`src/rtl/my_pkg.sv`:
```
// my_pkg: shared types and line geometry for the icache refill path.
// Holds the refill FSM encoding and the SRAM word-address helper.
package my_pkg;

  localparam int IC_LINE_WORDS = 16;
  localparam int IC_OFFSET_W   = 4;
  localparam int IC_TAG_W      = 4;
  localparam int IC_ADDR_W     = 10;
  localparam int IC_DATA_W     = 32;

  typedef enum logic [1:0] {
    RF_IDLE,
    RF_FILL,
    RF_DRAIN,
    RF_COMMIT
  } refill_state_e;

  function automatic logic [IC_ADDR_W-1:0] word_addr(
    input logic [IC_TAG_W-1:0]    tag,
    input logic [IC_OFFSET_W-1:0] off
  );
    return {tag, off, 2'b00};
  endfunction

endpackage

```
`src/rtl/icache_refill_ctrl_if.sv`:
```
// icache_refill_ctrl_if: instruction SRAM port.
// master = refill controller, slave = SRAM macro.
interface icache_refill_ctrl_if;
  import my_pkg::*;

  logic                 mem_csb;
  logic                 mem_web;
  logic [IC_ADDR_W-1:0] mem_addr;
  logic [IC_DATA_W-1:0] mem_din;
  logic [IC_DATA_W-1:0] mem_dout;

  modport master (
    output mem_csb,
    output mem_web,
    output mem_addr,
    output mem_din,
    input  mem_dout
  );

  modport slave (
    input  mem_csb,
    input  mem_web,
    input  mem_addr,
    input  mem_din,
    output mem_dout
  );

endinterface

```
`src/rtl/refill_offset_cnt.sv`:
```
// refill_offset_cnt: 4-bit line-offset counter, wraps mod 16.
// Priority: reset/clear, then load, then count enable.
module refill_offset_cnt
  import my_pkg::*;
(
  input  logic                   CLK,
  input  logic                   RST,
  input  logic                   clr,
  input  logic                   ld,
  input  logic [IC_OFFSET_W-1:0] ld_val,
  input  logic                   en,
  output logic [IC_OFFSET_W-1:0] cnt
);

  // offset register; natural overflow gives the mod-16 wrap
  always_ff @(posedge CLK) begin
    if (RST || clr) begin
      cnt <= '0;
    end else if (ld) begin
      cnt <= ld_val;
    end else if (en) begin
      cnt <= cnt + 1'b1;
    end
  end

endmodule

```
`src/rtl/icache_refill_ctrl.sv`:
```
// icache_refill_ctrl: fills one 16-word icache line from SRAM on a miss.
// Define ICACHE_CRIT_WORD_FIRST_EN to start the refill at the missed word.
module icache_refill_ctrl
  import my_pkg::*;
(
  input  logic                   CLK,
  input  logic                   RST,
  input  logic                   EN,
  input  logic                   miss_req,
  input  logic [IC_ADDR_W-1:0]   miss_addr,
  input  logic                   flush,
  input  logic                   load_ctrl,
  input  logic [IC_ADDR_W-1:0]   load_addr,
  input  logic [IC_DATA_W-1:0]   load_data,
  icache_refill_ctrl_if.master   mem,
  output logic                   fill_we,
  output logic [IC_OFFSET_W-1:0] fill_offset,
  output logic [IC_TAG_W-1:0]    fill_tag,
  output logic [IC_DATA_W-1:0]   fill_data,
  output logic                   line_valid,
  output logic                   crit_valid,
  output logic [IC_DATA_W-1:0]   crit_data,
  output logic                   busy,
  output logic                   done
);

  localparam logic [IC_OFFSET_W-1:0] LAST_CNT =
    IC_OFFSET_W'(IC_LINE_WORDS - 1);

  refill_state_e state_q;
  refill_state_e state_d;

  logic [IC_TAG_W-1:0]    tag_q;
  logic [IC_OFFSET_W-1:0] crit_q;
  logic [IC_OFFSET_W-1:0] ret_off_q;
  logic [IC_OFFSET_W-1:0] issue_cnt_q;
  logic [IC_OFFSET_W-1:0] off;
  logic [IC_OFFSET_W-1:0] base;
  logic                   pend_q;

  logic in_idle;
  logic in_fill;
  logic in_drain;
  logic in_commit;
  logic accept;
  logic abort;
  logic issue;
  logic last_issue;
  logic off_clr;

  assign in_idle   = (state_q == RF_IDLE);
  assign in_fill   = (state_q == RF_FILL);
  assign in_drain  = (state_q == RF_DRAIN);
  assign in_commit = (state_q == RF_COMMIT);

  assign accept = in_idle & miss_req & EN
                & ~load_ctrl & ~flush;

  assign abort = flush & (in_fill | in_drain);

  // a flush cycle issues nothing: its data would be dropped anyway
  assign issue = in_fill & EN & ~load_ctrl & ~flush;

  assign last_issue = issue & (issue_cnt_q == LAST_CNT);

  assign off_clr = abort | in_commit;

`ifdef ICACHE_CRIT_WORD_FIRST_EN
  assign base = miss_addr[5:2];
`else
  assign base = '0;
`endif

  refill_offset_cnt u_off (
    .CLK    (CLK),
    .RST    (RST),
    .clr    (off_clr),
    .ld     (accept),
    .ld_val (base),
    .en     (issue),
    .cnt    (off)
  );

  // FSM state register
  always_ff @(posedge CLK) begin
    if (RST) begin
      state_q <= RF_IDLE;
    end else begin
      state_q <= state_d;
    end
  end

  // FSM next state; flush only matters while a line is in progress
  always_comb begin
    state_d = state_q;
    unique case (state_q)
      RF_IDLE: begin
        if (accept) state_d = RF_FILL;
      end
      RF_FILL: begin
        if (flush) begin
          state_d = RF_IDLE;
        end else if (last_issue) begin
          state_d = RF_DRAIN;
        end
      end
      RF_DRAIN: begin
        if (flush) begin
          state_d = RF_IDLE;
        end else begin
          state_d = RF_COMMIT;
        end
      end
      RF_COMMIT: begin
        state_d = RF_IDLE;
      end
      default: begin
        state_d = RF_IDLE;
      end
    endcase
  end

  // miss context, issue counter and one-deep read-return tracking
  always_ff @(posedge CLK) begin
    if (RST) begin
      tag_q       <= '0;
      crit_q      <= '0;
      issue_cnt_q <= '0;
      ret_off_q   <= '0;
      pend_q      <= 1'b0;
    end else begin
      if (accept) begin
        tag_q       <= miss_addr[9:6];
        crit_q      <= miss_addr[5:2];
        issue_cnt_q <= '0;
      end else if (issue) begin
        issue_cnt_q <= issue_cnt_q + 1'b1;
      end
      if (issue) begin
        ret_off_q <= off;
      end
      pend_q <= issue;
    end
  end

  // SRAM port: program load wins, then refill read, else idle
  always_comb begin
    mem.mem_csb  = 1'b1;
    mem.mem_web  = 1'b1;
    mem.mem_addr = '0;
    mem.mem_din  = '0;
    unique case (1'b1)
      load_ctrl: begin
        mem.mem_csb  = 1'b0;
        mem.mem_web  = 1'b0;
        mem.mem_addr = load_addr;
        mem.mem_din  = load_data;
      end
      issue: begin
        mem.mem_csb  = 1'b0;
        mem.mem_addr = word_addr(tag_q, off);
      end
      default: begin
      end
    endcase
  end

  assign fill_we     = pend_q & ~flush;
  assign fill_offset = ret_off_q;
  assign fill_tag    = tag_q;
  assign fill_data   = fill_we ? mem.mem_dout : '0;

  assign crit_valid  = fill_we & (ret_off_q == crit_q);
  assign crit_data   = crit_valid ? mem.mem_dout : '0;

  assign line_valid  = in_commit;
  assign done        = in_commit;
  assign busy        = ~in_idle;

endmodule

```
`src/flat_wrapper.sv`:
```
// flat-port wrapper written by rule: the top's interface ports become plain ports
module icache_refill_ctrl_flat import my_pkg::*;
  (CLK, RST, EN, miss_req, miss_addr, flush, load_ctrl, load_addr, load_data, fill_we, fill_offset, fill_tag, fill_data, line_valid, crit_valid, crit_data, busy, done, mem_mem_csb, mem_mem_web, mem_mem_addr, mem_mem_din, mem_mem_dout);
  icache_refill_ctrl_if mem_i ();
  input  logic CLK;
  input  logic RST;
  input  logic EN;
  input  logic miss_req;
  input  logic [IC_ADDR_W-1:0] miss_addr;
  input  logic flush;
  input  logic load_ctrl;
  input  logic [IC_ADDR_W-1:0] load_addr;
  input  logic [IC_DATA_W-1:0] load_data;
  output logic fill_we;
  output logic [IC_OFFSET_W-1:0] fill_offset;
  output logic [IC_TAG_W-1:0] fill_tag;
  output logic [IC_DATA_W-1:0] fill_data;
  output logic line_valid;
  output logic crit_valid;
  output logic [IC_DATA_W-1:0] crit_data;
  output logic busy;
  output logic done;
  output wire logic [$bits(mem_i.mem_csb)-1:0] mem_mem_csb;
  output wire logic [$bits(mem_i.mem_web)-1:0] mem_mem_web;
  output wire logic [$bits(mem_i.mem_addr)-1:0] mem_mem_addr;
  output wire logic [$bits(mem_i.mem_din)-1:0] mem_mem_din;
  input wire logic [$bits(mem_i.mem_dout)-1:0] mem_mem_dout;
  assign mem_mem_csb = mem_i.mem_csb;
  assign mem_mem_web = mem_i.mem_web;
  assign mem_mem_addr = mem_i.mem_addr;
  assign mem_mem_din = mem_i.mem_din;
  assign mem_i.mem_dout = mem_mem_dout;
  icache_refill_ctrl u_core (.CLK(CLK), .RST(RST), .EN(EN), .miss_req(miss_req), .miss_addr(miss_addr), .flush(flush), .load_ctrl(load_ctrl), .load_addr(load_addr), .load_data(load_data), .mem(mem_i), .fill_we(fill_we), .fill_offset(fill_offset), .fill_tag(fill_tag), .fill_data(fill_data), .line_valid(line_valid), .crit_valid(crit_valid), .crit_data(crit_data), .busy(busy), .done(done));
endmodule
```
`config.mk`:
```
export PLATFORM = sky130hd
export DESIGN_NAME = icache_refill_ctrl_flat
export DESIGN_NICKNAME = d
export VERILOG_FILES = /design/src/rtl/my_pkg.sv /design/src/rtl/icache_refill_ctrl_if.sv /design/src/rtl/refill_offset_cnt.sv /design/src/rtl/icache_refill_ctrl.sv /design/src/flat_wrapper.sv
export SDC_FILE = /design/constraint.sdc
export NUM_CORES = 1
export LEC_CHECK = 0
export CORE_MARGIN = 4
export CORE_UTILIZATION = 30
export DETAILED_ROUTE_END_ITERATION = 6
export GPL_TIMING_DRIVEN = 0
export PLACE_DENSITY_LB_ADDON = 0.3
export RECOVER_POWER = 25
export SLEW_MARGIN = 0
export SYNTH_ARGS = -nofsm -noshare
export SYNTH_HDL_FRONTEND = slang
export SYNTH_SLANG_ARGS = --single-unit
```
`constraint.sdc`:
```
create_clock -name CLK -period 3.3 [get_ports CLK]
set_clock_uncertainty 0.15 [all_clocks]
set_input_delay 0.66 -clock CLK [delete_from_list [all_inputs] [get_ports CLK]]
set_output_delay 0.66 -clock CLK [all_outputs]
set_load 0.02 [all_outputs]
```
# [Yosys cells after proc, flatten, opt, wreduce, memory -nomap -nowiden]
# Cells that the tools add are included.
[word_totals] register_bits=23 inputBits=90 out_inout_bits=121 wordCells=49
[op_classes] addsub=2 eq_ne=7 n_mux=11 n_bitwise=16 reduce_logical=6
[ops] operator="$mux 32" count=3
[ops] operator="$pmux 10 s2" count=1
[ops] operator="$and 1x1->1" count=11
[ops] operator="$add 4x1->4 const B" count=2
[ops] operator="$mux 2" count=4
[ops] operator="$pmux 2 s4" count=1
[ops] operator="$reduce_or 2->1" count=3
[ops] operator="$eq 2x2->1 const B" count=2
[ops] operator="$eq 4x4->1" count=1
[ops] operator="$eq 4x4->1 const B" count=1
[ops] operator="$ne 3x3->1 const B" count=1
[ops] operator="$not 1->1" count=3
[ops] operator="$eq 2x1->1 const B" count=1
[ops] operator="$logic_not 2->1" count=1
[ops] operator="$mux 1" count=2
[ops] operator="$ne 2x2->1 const B" count=1
[ops] operator="$or 1x1->1" count=2
[ops] operator="$reduce_and 2->1" count=1
[ops] operator="$logic_or 1x1->1" count=1

# [Longest topological paths before layout]
[logic_depth] ltp_word=8 ltp_mapped=7 ltp_nobuf=6

# [Hierarchy]
# From an unflattened synthesis, not the netlist that was laid out.
[hier_totals] cells_unflattened=237 area_unflattened_um2=1930.6
[by_module_without_submodules] mod="icache_refill_ctrl" n_inst=1 cells_each=214 area_each_um2=1734.2 seq_area_each_um2=380.4
[by_module_without_submodules] mod="refill_offset_cnt" n_inst=1 cells_each=23 area_each_um2=196.4 seq_area_each_um2=80.1

# [Least setup slack after synthesis]
# OpenSTA, ideal clock, no wires.
[synth_path] path_kind="input -> output" start="input port flush" end="output port crit_data[22]" t_arrival_ns=1.589 setup_slack_ns=0.901 path_stages=5 path_buffers=1 cell_sequence="nor2b_4 nand2_1 nor4_4 buf_2 and2_1"
[synth_between] elab_chain_len=4
[synth_lines] item="from (decl)" line_no="flat_wrapper.sv:10" source="input logic flush;"
[synth_lines] item="$not 1->1" line_no="icache_refill_ctrl.sv:168" source="assign fill_we = pend_q & ~flush;"
[synth_lines] item="$and 1x1->1" line_no="icache_refill_ctrl.sv:168"
[synth_lines] item="$and 1x1->1" line_no="icache_refill_ctrl.sv:173" source="assign crit_valid = fill_we & (ret_off_q == crit_q);"
[synth_lines] item="via crit_valid" line_no="flat_wrapper.sv:19" source="output logic crit_valid;"
[synth_lines] item="$mux 32" line_no="icache_refill_ctrl.sv:174" source="assign crit_data = crit_valid ? mem.mem_dout : '0;"
[synth_lines] item="to (decl)" line_no="flat_wrapper.sv:20" source="output logic [IC_DATA_W-1:0] crit_data;"
# The timed path passes the listed nets, and every way through them passes these cells.

# [Worst setup path after layout]
[layout_path] start="input port EN" end="output port mem_mem_addr[2]"
[layout_between] elab_chain_len=4
[layout_lines] item="from (decl)" line_no="flat_wrapper.sv:7" source="input logic EN;"
[layout_lines] item="$and 1x1->1 (3 in series)" line_no="icache_refill_ctrl.sv:62" source="assign issue = in_fill & EN & ~load_ctrl & ~flush;"
[layout_lines] item="$pmux 10 s2" line_no="icache_refill_ctrl.sv:152" source="unique case (1'b1)"
[layout_lines] item="to (decl)" line_no="flat_wrapper.sv:25" source="output wire logic [$bits(mem_i.mem_addr)-1:0] mem_mem_addr;"
# Every way passes these cells.

==> metrics.md <==
| Metric | Value |
|---|---|
| Post-Syn Area | `1830 um^2` |
| Layout cells sized above 1 | `0.0498` |
| Worst hold path type | `reg -> reg` |
| I/O pins | `211` |
| Leakage Power | `1.86 nW` |
| Synthesized area per cell | `7.37 um^2` |
| Grt total ovfl | `0` |
| Core area | `5920 um^2` |
| Final Setup Violations | `0` |
| Dpl cells | `531` |
| Antenna-violating nets left | `0` |
| Final hold violation count | `0` |
| Yosys reg bits | `23` |
| Clock sinks | `23` |
| Largest net degree at the start of global routing | `14` |
| CP Launch Point | `EN` |
| DRT iter0 DRCs | `42` |
| Fillcell total | `533` |
| Total GRT Usage | `0.207` |
| H-Tree Depth | `1` |
| Cts hold-fix bufs | `0` |
| Power Dens Cells | `189 nW/um^2` |
| Reg2Reg Depth | `7` |
| FFs w/ async S/R, synth | `0` |
| Final Max Slew Viols | `0` |
| Status | `finished, final reports clean` |
| CTS tree | `built` |
| First-pass GRT wire length | `12.3 mm` |
| Synthesized instance count | `248` |
| Commonest non-fill, non-tap cell in the layout | `clkdlybuf4s50_1` |
| Clk_lat worst skew | `0.26 ns` |
| Dpl hpwl | `7.04 mm` |
| Detailed Routing Iterations Pass 1 | `4` |
| Final period util | `0.967` |
| Most frequent cells in the layout | `clkdlybuf4s50_1, and2_1, nand2_1` |
| Die W | `86.0 um` |
| Post-route insts no fill | `537` |
| Core Rows | `28` |
| Critical Path End Type | `primary output` |
| Crit-path max FO | `10` |
| FF-to-FF End | `u_core.issue_cnt_q[3]` |
| Clock slew at the register clock pins of the worst setup and hold paths | `0.08 ns` |
| Full die area | `7400 um^2` |
| Synth cell types | `27` |
| Reg2reg setup slack | `1.41 ns` |
| DRC violations left | `0` |
| RSZ-0062 raised after global routing | `false` |
| Vias in the first global route | `2,343` |
| EDFF count, synth | `0` |
| Worst Setup Slack, final | `0.109 ns` |
| Pre-CTS setup slack | `-0.434 ns` |
| CTS Buffer Depth | `2` |
| Routed WL per cell | `15.3 um` |
| Max_cap viols | `0` |
| Max VDD drop | `0.192 mV` |
| Routed WL | `8.19 mm` |
| Tot Pwr | `0.763 mW` |
| DIE HEIGHT | `86.0 um` |
| Layout area overhead | `121%` |
| Antenna cells | `0` |
| Critical path destination | `mem_mem_addr[2]` |
| Seq/Total Area, Yosys | `0.252` |
| Starting Density | `0.309` |
| Buffers on Ports | `208` |
| CTS buffer count | `3` |
| Via density | `4.41` |
| Synth warn | `0` |
| Required time worst endpoint | `2.49 ns` |
| FMAX | `313 MHz` |
| Critical path type | `in -> out` |
| Worst EP arrival | `2.38 ns` |
| RD Place Congestion | `0.932` |
| Final min period | `3.19 ns` |
| Synthesized Nets | `345` |
| Max-slew headroom | `0.656` |
| Top FF cell, synth | `dfxtp_1` |
| Slew @ Worst Pin | `0.516 ns` |
| Reg-to-Reg Start | `u_core.state_q[1]` |
| Critical Path Source Type | `primary input` |
| Total vias in the final route | `2,367` |
| Final nets | `560` |
| Root buf cell | `clkbuf_8` |
| Initial antenna violation count | `0` |
| Setup TNS | `0 ns` |
==> area by class of cell <==
type | instances | area [um^2] | share of cell area
clock buffer | 3 | 41.3 | 0.0102
inverter | 7 | 26.3 | 0.00651
sequential | 23 | 460 | 0.114
buffer | 17 | 96.3 | 0.0239
multi-input combinational | 201 | 1250 | 0.311
clock inverter | 1 | 5.00 | 0.00124
tap | 75 | 93.8 | 0.0233
timing repair buffer | 210 | 2060 | 0.510
==> worst max-delay path: stages <==
cell             delay [ns]
clkdlybuf4s50_1        0.58
nor4bb_1               0.25
buf_4                  0.21
buf_4                  0.19
nand2_1                0.09
nand2_1                0.07
dlygate4sd2_1          0.33
==> synthesized netlist by cell type (4+ instances only) <==
master / n / area share
xor2_1: 7 / 0.034
clkbuf_1: 9 / 0.018
buf_2: 4 / 0.011
ha_1: 7 / 0.048
a21oi_1: 16 / 0.044
and2_1: 98 / 0.34
nor2_1: 5 / 0.010
nand2_1: 39 / 0.080
inv_1: 7 / 0.014
buf_4: 4 / 0.016
dfxtp_1: 23 / 0.25
a22o_1: 4 / 0.019
==> power by group <==
part	leakage (nW)	switching (mW)	internal (mW)
Sequential	0.186	0.00548	0.283
Combinational	1.65	0.125	0.176
Clock	0.0255	0.0895	0.0842
Total	1.86	0.220	0.543
==> cell families after synthesis <==
family          synth area share
flops                      0.252
simple gates               0.497
xor+xnor                  0.0479
fa+ha+maj                 0.0479
compound gates            0.0842
mux                       0.0110
buf+inv                   0.0603
==> worst min path at each step <==
stage / cells after the start / start / endpoint
final: 2 / u_core.crit_q[1] / u_core.crit_q[1]
after global routing: 2 / u_core.crit_q[1] / u_core.crit_q[1]
after CTS: 2 / u_core.crit_q[1] / u_core.crit_q[1]
after detailed placement: 2 / u_core.crit_q[1] / u_core.crit_q[1]
after global placement: 2 / u_core.crit_q[3] / u_core.crit_q[3]
after floorplan: 2 / u_core.crit_q[0] / u_core.crit_q[0]
==> repair_timing <==
action | CTS | global route
setup buffers | 2 | 0
gates cloned | 0 | 0
resized for setup | 44 | 7
endpoints found under the setup margin | 93 | 12
==> layer usage <==
layer  vias to the layer above  GRT usage  part of all wire
met5                         -          0                 0
met4                         0     0.0446             0.015
met3                        12     0.0365             0.078
met2                       103      0.415              0.54
met1                      1040      0.222              0.36
li1                       1212          -                 -
==> stage by stage <==
step	cell area [um^2]	utilization	hold slack, ns
final	4040	0.682	0.324
after global routing	4040	0.682	0.342
after CTS	4030	0.681	0.324
after detailed placement	4000	0.676	0.312
after global placement	4000	0.676	0.306
after floorplan	1830	-	0.298
==> state kept, by name (all words and copies together), names as in the netlist <==
name and count:
u_core.crit_q 4, u_core.fill_offset 4, u_core.fill_tag 4, u_core.issue_cnt_q 4, u_core.pend_q 1, u_core.state_q 2
u_core.u_off.cnt 4
Note: power is estimated with default switching activity, not from simulation.
